`src/rtl/gcd_requester.sv`:
```
// Synthesizable requester for the GCD unit's val/rdy interfaces: it drives an 8-entry
// operand ROM into the responder, checks each in-order result, and reports pass/fail.
module gcd_requester #(
    parameter int unsigned W       = 32,
    parameter int unsigned NUM_VEC = 8,
    parameter int unsigned MAX_OUT = 2,
    parameter int unsigned TIMEOUT = 1024
) (
    input  logic         clk,
    input  logic         reset_n,
    input  logic         start,
    output logic [W-1:0] operands_bits_A,
    output logic [W-1:0] operands_bits_B,
    output logic         operands_val,
    input  logic         operands_rdy,
    input  logic [W-1:0] result_bits_data,
    input  logic         result_val,
    output logic         result_rdy,
    output logic         busy,
    output logic         done,
    output logic         pass,
    output logic [7:0]   err_count,
    output logic [2:0]   first_err_idx,
    output logic         timed_out
);

    localparam logic [1:0] ST_IDLE = 2'd0;
    localparam logic [1:0] ST_RUN  = 2'd1;
    localparam logic [1:0] ST_DONE = 2'd2;

    localparam logic [3:0]  LAST_IDX = 4'(NUM_VEC - 1);
    localparam logic [3:0]  VEC_LIM  = 4'(NUM_VEC);
    localparam logic [2:0]  OUT_LIM  = 3'(MAX_OUT);
    localparam logic [16:0] WD_LIM   = 17'(TIMEOUT);

    function automatic logic [7:0] rom_a(input logic [2:0] idx);
        case (idx)
            3'd0:    rom_a = 8'd27;
            3'd1:    rom_a = 8'd21;
            3'd2:    rom_a = 8'd25;
            3'd3:    rom_a = 8'd19;
            3'd4:    rom_a = 8'd40;
            3'd5:    rom_a = 8'd250;
            3'd6:    rom_a = 8'd5;
            3'd7:    rom_a = 8'd0;
            default: rom_a = 8'd0;
        endcase
    endfunction

    function automatic logic [7:0] rom_b(input logic [2:0] idx);
        case (idx)
            3'd0:    rom_b = 8'd15;
            3'd1:    rom_b = 8'd49;
            3'd2:    rom_b = 8'd30;
            3'd3:    rom_b = 8'd27;
            3'd4:    rom_b = 8'd40;
            3'd5:    rom_b = 8'd190;
            3'd6:    rom_b = 8'd250;
            3'd7:    rom_b = 8'd0;
            default: rom_b = 8'd0;
        endcase
    endfunction

    function automatic logic [7:0] rom_e(input logic [2:0] idx);
        case (idx)
            3'd0:    rom_e = 8'd3;
            3'd1:    rom_e = 8'd7;
            3'd2:    rom_e = 8'd5;
            3'd3:    rom_e = 8'd1;
            3'd4:    rom_e = 8'd40;
            3'd5:    rom_e = 8'd10;
            3'd6:    rom_e = 8'd5;
            3'd7:    rom_e = 8'd0;
            default: rom_e = 8'd0;
        endcase
    endfunction

    logic [1:0]  state_q, state_d;
    logic [3:0]  iss_idx_q, iss_idx_d;
    logic [3:0]  chk_idx_q, chk_idx_d;
    logic [2:0]  outst_q, outst_d;
    logic [7:0]  err_q, err_d;
    logic [2:0]  first_q, first_d;
    logic        to_q, to_d;
    logic [15:0] wd_q, wd_d;

    logic         run;
    logic         op_fire;
    logic         res_fire;
    logic         mismatch;
    logic [W-1:0] exp_word;
    logic [16:0]  wd_inc;

    assign run          = (state_q == ST_RUN);
    assign operands_val = run && (iss_idx_q < VEC_LIM) && (outst_q < OUT_LIM);
    assign result_rdy   = run && (outst_q != 3'd0);
    assign op_fire      = operands_val && operands_rdy;
    assign res_fire     = result_val && result_rdy;
    assign exp_word     = {{(W-8){1'b0}}, rom_e(chk_idx_q[2:0])};
    assign mismatch     = (result_bits_data != exp_word);
    assign wd_inc       = {1'b0, wd_q} + 17'd1;

    // Operand bits are forced to zero outside RUN so idle outputs read as all-zero.
    assign operands_bits_A = run ? {{(W-8){1'b0}}, rom_a(iss_idx_q[2:0])} : {W{1'b0}};
    assign operands_bits_B = run ? {{(W-8){1'b0}}, rom_b(iss_idx_q[2:0])} : {W{1'b0}};

    assign busy          = run;
    assign done          = (state_q == ST_DONE);
    assign pass          = done && (err_q == 8'd0) && !to_q;
    assign err_count     = err_q;
    assign first_err_idx = first_q;
    assign timed_out     = to_q;

    // Next-state logic: run control, issue/check bookkeeping and watchdog.
    always_comb begin
        state_d   = state_q;
        iss_idx_d = iss_idx_q;
        chk_idx_d = chk_idx_q;
        outst_d   = outst_q;
        err_d     = err_q;
        first_d   = first_q;
        to_d      = to_q;
        wd_d      = wd_q;
        case (state_q)
            ST_IDLE, ST_DONE: begin
                if (start) begin
                    state_d   = ST_RUN;
                    iss_idx_d = 4'd0;
                    chk_idx_d = 4'd0;
                    outst_d   = 3'd0;
                    err_d     = 8'd0;
                    first_d   = 3'd0;
                    to_d      = 1'b0;
                    wd_d      = 16'd0;
                end else begin
                    state_d = state_q;
                end
            end
            ST_RUN: begin
                if (op_fire) begin
                    iss_idx_d = iss_idx_q + 4'd1;
                end else begin
                    iss_idx_d = iss_idx_q;
                end
                if (op_fire && !res_fire) begin
                    outst_d = outst_q + 3'd1;
                end else if (!op_fire && res_fire) begin
                    outst_d = outst_q - 3'd1;
                end else begin
                    outst_d = outst_q;
                end
                // A result fire always resets the watchdog, so expiry and completion never collide.
                if (res_fire) begin
                    chk_idx_d = chk_idx_q + 4'd1;
                    wd_d      = 16'd0;
                    if (mismatch) begin
                        if (err_q != 8'hFF) begin
                            err_d = err_q + 8'd1;
                        end else begin
                            err_d = err_q;
                        end
                        if (err_q == 8'd0) begin
                            first_d = chk_idx_q[2:0];
                        end else begin
                            first_d = first_q;
                        end
                    end else begin
                        err_d = err_q;
                    end
                    if (chk_idx_q == LAST_IDX) begin
                        state_d = ST_DONE;
                    end else begin
                        state_d = ST_RUN;
                    end
                end else if (outst_q == 3'd0) begin
                    wd_d = 16'd0;
                end else if (wd_inc >= WD_LIM) begin
                    wd_d    = wd_inc[15:0];
                    to_d    = 1'b1;
                    state_d = ST_DONE;
                end else begin
                    wd_d = wd_inc[15:0];
                end
            end
            default: begin
                state_d = ST_IDLE;
            end
        endcase
    end

    // State registers with synchronous active-low reset.
    always_ff @(posedge clk) begin
        if (!reset_n) begin
            state_q   <= ST_IDLE;
            iss_idx_q <= 4'd0;
            chk_idx_q <= 4'd0;
            outst_q   <= 3'd0;
            err_q     <= 8'd0;
            first_q   <= 3'd0;
            to_q      <= 1'b0;
            wd_q      <= 16'd0;
        end else begin
            state_q   <= state_d;
            iss_idx_q <= iss_idx_d;
            chk_idx_q <= chk_idx_d;
            outst_q   <= outst_d;
            err_q     <= err_d;
            first_q   <= first_d;
            to_q      <= to_d;
            wd_q      <= wd_d;
        end
    end

endmodule

```
`config.mk`:
```
export PLATFORM = sky130hd
export DESIGN_NAME = gcd_requester
export DESIGN_NICKNAME = d
export VERILOG_FILES = /design/src/rtl/gcd_requester.sv
export SDC_FILE = /design/constraint.sdc
export NUM_CORES = 1
export LEC_CHECK = 0
export CAP_MARGIN = 20
export CORE_UTILIZATION = 46
export DETAILED_ROUTE_END_ITERATION = 8
export PLACE_DENSITY_LB_ADDON = 0.05
export SYNTH_ARGS = -nofsm -noshare
export SYNTH_HDL_FRONTEND = slang
export SYNTH_SLANG_ARGS = --single-unit
```
`constraint.sdc`:
```
create_clock -name clk -period 3.1 [get_ports clk]
set_input_delay 0.775 -clock clk [delete_from_list [all_inputs] [get_ports clk]]
set_output_delay 0.775 -clock clk [all_outputs]
set_load 0.05 [all_outputs]
```
After elaboration in Yosys (flattened, before gate mapping). Memories as Yosys holds them, arrays and structs flattened. A register that Yosys moved wholly into a read port is not among the register bits. Cells that the tools add are included. W data, S select, Z words.

Register bits: 41. Bits in read-only memories: 168. Input port bits: 37. Logic and storage cells: 104. Memories: 3.

Memory list: (no name shown) (depth 8, width 8, rd ports 1, clocked after memory_dff 1, wr ports 0, line 51) `case (idx)`; (no name shown) (depth 8, width 8, rd ports 1, clocked after memory_dff 1, wr ports 0, line 37) `case (idx)`; (no name shown) (depth 8, width 5, rd ports 1, clocked after memory_dff 1, wr ports 0, line 65) `case (idx)`.

Add/sub/neg operators: 6. $lt $le $gt $ge: 3. Equal/unequal tests: 17. Muxes and demuxes: 41. Reduce and logical (&&, ||, !) cells: 26.

Operator list (number): $mux W16 (3); $mux W8 (6); $mux W3 (12); $ne A32 B8 Y1 (1); $pmux W16 S2 (1); $add A16 B1 Y17 const B (1); $ge A17 B11 Y1 const B (1); $pmux W4 S2 (2); $pmux W8 S2 (1); $reduce_and A5 Y1 (3); $mux W4 (3); $ne A2 B1 Y1 const B (6); $pmux W3 S2 (2); $reduce_and A3 Y1 (4); $mux W2 (5); $logic_and A1 B1 Y1 (9); $add A4 B1 Y4 const B (2); $add A8 B1 Y8 const B (1); $logic_not A8 Y1 (1); $ne A8 B8 Y1 const B (1); $ne A2 B2 Y1 const B (3); $ne A3 B1 Y1 const B (2); $eq A4 B3 Y1 const B (1); $lt A4 B4 Y1 const B (1); 16 further kinds (21).

Logic depth before layout (Yosys ltp). Gate-level depths: netlist of the first run.

Depth in word-level cells: 9. Mapped depth: 10. Mapped depth without buffers: 10.

Worst setup path after synthesis of the first run. OpenSTA, ideal clock, no wires.

Path kind: flip-flop to output port. Start: reg err_q[0] (netlist: err_count[0]). End: out pass. Arrival: 2.252 ns. Setup slack: 0.073 ns. Stages on the path, launching flop included: 6. Cells stage by stage: dfxtp_1 -> inv_1 -> ha_1 -> nor4b_1 -> nand2_1 -> nor3b_1.

Word-level cells in the longest chain between the ends: 3.

Ends and longest elaborated chain: start: declaration (line 82) `logic [7:0] err_q, err_d;`; start signal: assignment (line 207) `err_q <= err_d;`; $logic_not A8 Y1 (line 109) `assign pass = done && (err_q == 8'd0) && !to_q;`; $logic_and A1 B1 Y1 (2 in a row) (line 109); end: declaration (line 21) `output logic pass,`.

Every way passes these cells.

Worst setup path in the final report of the first run.
Start: reg state_q[0]. End: out operands_val.

Word-level cells in the longest chain between the ends: 3.

Ends and longest elaborated chain: start: declaration (line 78) `logic [1:0] state_q, state_d;`; start signal: assignment (line 203) `state_q <= state_d;`; $eq A2 B1 Y1 (line 94) `assign run = (state_q == ST_RUN);`; $logic_and A1 B1 Y1 (2 in a row) (line 95) `assign operands_val = run && (iss_idx_q < VEC_LIM) && (outst_q < OUT_LIM);`; end: declaration (line 14) `output logic operands_val,`.

Every way passes these cells.

==> run_results.csv, run 1 <==
group,metric,value,unit
route,highest_layer,"met4",
grt,grt_pass1_wl,11700,um
route,wl_met2,3610,um
flow_run,max-cap-violations,0,
clock_tree,clock_latency,340,ps
clock_tree,root_buffer,"clkbuf_8",
floorplan,core-area,7330,sq um
final_layout,fillers,677,
critical_path,startpoint_type,"register",
final_layout,nets,539,
sta,tns,0,ps
critical_path,arrival,2140,ps
grt,globalRouteOverflowTotal,0,
yosys,yosys_register_bits,61,
yosys,synth_cell_types,58,
floorplan,rows,31,
sta,fin_skew,6.94,ps
clock_tree,cts_buffers,9,
route,antenna_left,0,
floorplan,fp.dieArea,8000,sq um
sta,setup_ws,182,ps
sta,fmax,343,MHz
critical_path,cp_max_fo,6,
place,port_buffers,69,
route,via_per_inst,4.89,
sta,relSlewSlack,61.4,%
grt,track_usage,19.4,%
route,dr.pass1.iters,4,
final_layout,layout-drive-gt1-share,11.0,%
clock_tree,clock_sinks,61,
floorplan,die_x,89.4,um
critical_path,crit_type,"register to output pin",
sta,period_share,94.1,%
outcome,status,"complete, no violations",
yosys,yosysSeqAreaShare,34.7,%
clock_tree,htree_num_levels,3,
route,drcViolationCount,0,
route,drtIter0Drc,96,
final_layout,diodes,0,
critical_path,end_kind,"output pin",
place,hpwlAfterDp,5460,um
pwr,power.density,456,nW/um^2
place,gp_congestion,0.831,
clock_tree,clk_pin_slew,70,ps
yosys,synth-async-reset-ratio,0,%
clock_tree,tritoncts,"done",
sta,tightest_slew,574,ps
sta,slew_viol_final,0,
sta,setup_viol,0,
place,dp_worst_setup_slack,234,ps
route,drt-total-wl,7240,um
floorplan,start_util,48.0,%
route,wl_met1,3190,um
pwr,peakVddDrop,0.257,mV
clock_tree,clockBufferDepth,2,
sta,rsz0062_at_grt,"false",
clock_tree,postCtsResizedCells,0,
floorplan,die_h,89.4,um
pwr,power_leakage,1.86,nW
yosys,syn_avg_cell_area,8.55,sq um
yosys,synth_cells,411,
yosys,synth-edff-count,0,
sta,hold_violations,0,
route,vias,2891,
pwr,total_power,1.98,mW
hold_path,min_path_type,"register to register",
yosys,ys_warn_count,0,
sta,finalCriticalPeriod,2920,ps
grt,antenna_found_initial,0,
grt,first_global_vias,2585,
route,wire_per_inst,12.3,um
clock_tree,postCtsSetupBuffers,0,
critical_path,required,2320,ps
final_layout,syn_to_final_growth,23.5,%
clock_tree,ctsHoldBuffers,0,
yosys,synth-main-ff-cell,"dfxtp_1",
grt,grt_max_degree,17,
route,wl_met3,400,um
floorplan,io_pins,118,
yosys,syn_area,3520,sq um
==> synth_stat cells, types with 3 or more instances <==
| master | n | area share [%] |
|---|---|---|
| a21oi_1 | 12 | 1.7 |
| a22oi_1 | 5 | 1.1 |
| a31oi_1 | 4 | 0.71 |
| a41o_1 | 3 | 0.85 |
| and2_1 | 22 | 3.9 |
| and3_1 | 5 | 0.89 |
| buf_4 | 49 | 10 |
| clkbuf_1 | 9 | 0.96 |
| dfxtp_1 | 61 | 35 |
| ha_1 | 13 | 4.6 |
| inv_1 | 16 | 1.7 |
| mux2i_1 | 10 | 2.8 |
| nand2_1 | 35 | 3.7 |
| nand2b_1 | 5 | 0.89 |
| nand3_1 | 9 | 1.3 |
| nand4_1 | 8 | 1.4 |
| nor2_1 | 41 | 4.4 |
| nor2b_1 | 9 | 1.6 |
| nor3_1 | 9 | 1.3 |
| nor3b_1 | 4 | 0.85 |
| nor4_1 | 10 | 1.8 |
| o21ai_0 | 10 | 1.4 |
| xnor2_1 | 14 | 3.5 |
| xor2_1 | 8 | 2.0 |
==> final timing paths <==
check	start	end	slack, ps	depth (start not counted)
max	state_q[0]$_SDFFE_PN0P_	operands_val	180	3
max reg2reg	state_q[0]$_SDFFE_PN0P_	outst_q[2]$_SDFFE_PN0P_	470	7
min reg2reg	timed_out$_SDFFE_PN0P_	timed_out$_SDFFE_PN0P_	470	2
min	timed_out$_SDFFE_PN0P_	timed_out$_SDFFE_PN0P_	470	2
==> report_power, final <==
| part | switching [mW] | internal [mW] | leakage [nW] |
|---|---|---|---|
| clock | 0.294 | 0.469 | 0.105 |
| sequential | 0.00987 | 0.798 | 0.493 |
| combinational | 0.285 | 0.124 | 1.26 |
| total | 0.590 | 1.39 | 1.86 |
==> final cells by class <==
class	instances	area [sq um]	share of cell area (%)
Clock inverter	4	72.6	1.67
Sequential cell	61	1220	28.1
Inverter	16	60.1	1.38
Clock buffer	11	141	3.26
Tap cell	99	124	2.85
Multi-Input combinational cell	320	1960	45.1
Timing Repair Buffer	80	763	17.6
==> placed cells by master (no fill, tap or decap), types with 4 or more instances in the layout <==
cell type,instances
xor2_1,8
nor3_1,9
a21oi_1,12
inv_1,16
buf_4,27
and3_1,5
ha_1,13
nor4_1,10
nor3b_1,4
nand2_1,35
and2_1,22
mux2i_1,10
clkdlybuf4s50_1,50
nand3_1,9
conb_1,48
nor2b_1,9
a31oi_1,4
dfxtp_1,61
a22oi_1,5
nor2_1,41
clkbuf_8,10
o21ai_0,10
xnor2_1,14
nand2b_1,5
nand4_1,8
==> stage by stage <==
step | instances | util (%) | cell area [sq um] | hold slack, ps
after CTS | 591 | 59.2 | 4340 | 478
after floorplan | 458 | - | 3690 | 441
after global placement | 576 | 56.3 | 4130 | 467
after global routing | 591 | 59.2 | 4340 | 501
after detailed placement | 576 | 56.3 | 4130 | 469
final | 591 | 59.2 | 4340 | 473
==> worst max-delay path: stages (launching register included) <==
cell	delay, ps
dfxtp_1	400
nor3b_1	410
and2_1	200
clkdlybuf4s50_1	800
==> metal layers <==
metal	vias up	global-route usage, %
met4	0	8.08
met2	95	32.3
met1	1327	24.0
met3	4	4.80
li1	1465	-
met5	-	0
==> kinds of logic (layout without fill, tap and decap cells) <==
kind of cell,count (synthesis),in the layout,share of synthesized area [%]
compound gates,53,53,10.2
flops,61,61,34.7
fa+ha+maj,14,14,5.20
simple gates,172,172,26.3
other cells,1,48,0.107
buf+inv,77,111,14.5
mux,11,11,3.49
xor+xnor,22,22,5.48
Note: power is estimated with default switching activity, not from simulation.
==> run 2, diff against run 1 <==
--- a/config.mk
+++ b/config.mk
@@ -7,5 +7,5 @@
 export LEC_CHECK = 0
 export CAP_MARGIN = 20
-export CORE_UTILIZATION = 46
+export CORE_UTILIZATION = 42
 export DETAILED_ROUTE_END_ITERATION = 8
 export PLACE_DENSITY_LB_ADDON = 0.05
==> constraint.sdc (replaced) <==
create_clock -name clk -period 2.54 [get_ports clk]
set_input_delay 0.635 -clock clk [delete_from_list [all_inputs] [get_ports clk]]
set_output_delay 0.635 -clock clk [all_outputs]
set_load 0.01 [all_outputs]
==> run 2 against run 1 <==
  * Worst setup slack lost 84 ps
  * Final area up 3.1%
  * Non-clock buffer count grew 17
  * Largest cell class unchanged
==> run_results.csv, run 2 (synthesized netlist as in run 1, its figures left out) <==
group,metric,value,unit
clock_tree,clockBufferDepth,2,
place,gp_congestion,0.784,
critical_path,cp-startpoint,"state_q[1]$_SDFFE_PN0P_",
critical_path,startpoint_type,"register",
final_layout,diodes,0,
grt,globalRouteOverflowTotal,0,
critical_path,crit_type,"register to output pin",
floorplan,rows,33,
critical_path,slowest_stage,"clkdlybuf4s50_1",
sta,fin_skew,11.3,ps
critical_path,crit_cells,4,
critical_path,cp-endpoint,"busy",
route,drt-total-wl,7740,um
clock_tree,clock_latency,340,ps
route,drcViolationCount,0,
sta,fmax,409,MHz
final_layout,fillers,798,
pwr,power_leakage,1.99,nW
floorplan,die_h,93.5,um
clock_tree,htree_num_levels,3,
clock_tree,clock_sinks,61,
hold_path,whs_path_depth,2,
route,vias,2910,
sta,tns,0,ps
final_layout,layout_common_cells,"dfxtp_1, clkdlybuf4s50_1, conb_1",
sta,relSlewSlack,53.4,%
grt,grt_pass1_wl,12900,um
grt,first_global_vias,2741,
pwr,clkPwrFrac,41.6,%
clock_tree,postCtsSetupBuffers,0,
sta,setup_viol,0,
outcome,status,"complete, no violations",
critical_path,crit_chain,"or2b_2 > inv_4 > buf_6 > clkdlybuf4s50_1",
final_layout,final_area,4480,sq um
final_layout,nets,556,
critical_path,required,1900,ps
pwr,comb_power_share,14.9,%
pwr,p_sw_share,25.6,%
route,drtIter0Drc,73,
clock_tree,tritoncts,"done",
flow_run,max-cap-violations,0,
sta,rsz0062_at_grt,"false",
grt,track_usage,18.8,%
place,port_buffers,69,
floorplan,io_pins,118,
pwr,peakVddDrop,0.293,mV
critical_path,critPathTopFamily,"buffers and inverters",
final_layout,multiInputGateArea,1970,sq um
clock_tree,clk_pin_slew,70,ps
critical_path,timing.rr.end,"state_q[1]$_SDFFE_PN0P_",
pwr,p_switching,0.579,mW
floorplan,start_util,43.0,%
floorplan,fp.dieArea,8740,sq um
sta,hold_violations,0,
clock_tree,postCtsResizedCells,21,
grt,antenna_found_initial,0,
final_layout,final_common_cell,"dfxtp_1",
grt,grt_max_degree,23,
place,dp_worst_setup_slack,-179,ps
sta,finalCriticalPeriod,2440,ps
route,via_per_inst,4.73,
pwr,pwr-share-seq,43.5,%
clock_tree,ctsHoldBuffers,0,
final_layout,stdcell_count,615,
critical_path,cp_num_buf_inv,3,
route,wire_per_inst,12.6,um
pwr,power.density,505,nW/um^2
critical_path,reg2reg_from,"outst_q[2]$_SDFFE_PN0P_",
floorplan,core-area,8180,sq um
final_layout,register_area,1220,sq um
critical_path,ff2ff_setup_slack,150,ps
place,postPlaceCellArea,4270,sq um
sta,period_share,96.2,%
clock_tree,cts_buffers,9,
pwr,total_power,2.26,mW
pwr,p_int,1.68,mW
route,dr.pass1.iters,4,
hold_path,min_path_type,"register to register",
critical_path,end_kind,"output pin",
place,hpwlAfterDp,5870,um
route,antenna_left,0,
place,dp.cells,599,
critical_path,arrival,1810,ps
sta,setup_ws,97.2,ps
sta,slew_viol_final,0,
sta,tightest_slew,695,ps
critical_path,cp_max_fo,15,
final_layout,layout-drive-gt1-share,11.4,%
final_layout,post-route-util,54.8,%
critical_path,critical-path-max-stage-delay,540,ps
sta,hold_ws,500,ps
final_layout,syn_to_final_growth,27.3,%
critical_path,rr_worst_depth,6,
clock_tree,root_buffer,"clkbuf_8",
floorplan,die_x,93.5,um
run 2: worst min-delay path by stage:
stage / start / to / slack, ps
after detailed placement: iss_idx_q[3]$_SDFFE_PN0N_ / iss_idx_q[3]$_SDFFE_PN0N_ / 470
after global placement: iss_idx_q[3]$_SDFFE_PN0N_ / iss_idx_q[3]$_SDFFE_PN0N_ / 460
final: err_count[3]$_SDFFE_PN0P_ / err_count[3]$_SDFFE_PN0P_ / 500
after floorplan: iss_idx_q[3]$_SDFFE_PN0N_ / iss_idx_q[3]$_SDFFE_PN0N_ / 440
after CTS: iss_idx_q[3]$_SDFFE_PN0N_ / iss_idx_q[3]$_SDFFE_PN0N_ / 490
after global routing: iss_idx_q[3]$_SDFFE_PN0N_ / iss_idx_q[3]$_SDFFE_PN0N_ / 540
run 2: area by class of cell:
type / count / area share, %
Sequential cell: 61 / 27.3
Tap cell: 105 / 2.93
Inverter: 16 / 1.40
Clock buffer: 9 / 2.77
Timing Repair Buffer: 97 / 19.7
Clock inverter: 7 / 2.01
Multi-Input combinational cell: 320 / 43.9
run 2: power groups by stage:
stage	sequential, mW	combinational, mW	clock, mW
detailed placement	1.01	0.342	0
global route	0.985	0.373	1.01
finish	0.984	0.337	0.940
global placement	1.01	0.341	0
CTS	0.984	0.338	0.972
floorplan	1.01	0.230	0
run 2: worst min-delay path, cell delays in order (launching register included):
cell and delay [ps]:
dfxtp_1 340, nand2_1 60, mux2i_1 50
run 2: routing by layer:
| metal | GRT usage (%) | wire [um] |
|---|---|---|
| met1 | 23.1 | 3580 |
| met2 | 31.5 | 3740 |
| met3 | 4.96 | 307 |
| met4 | 6.79 | 114 |
| met5 | 0 | 0 |
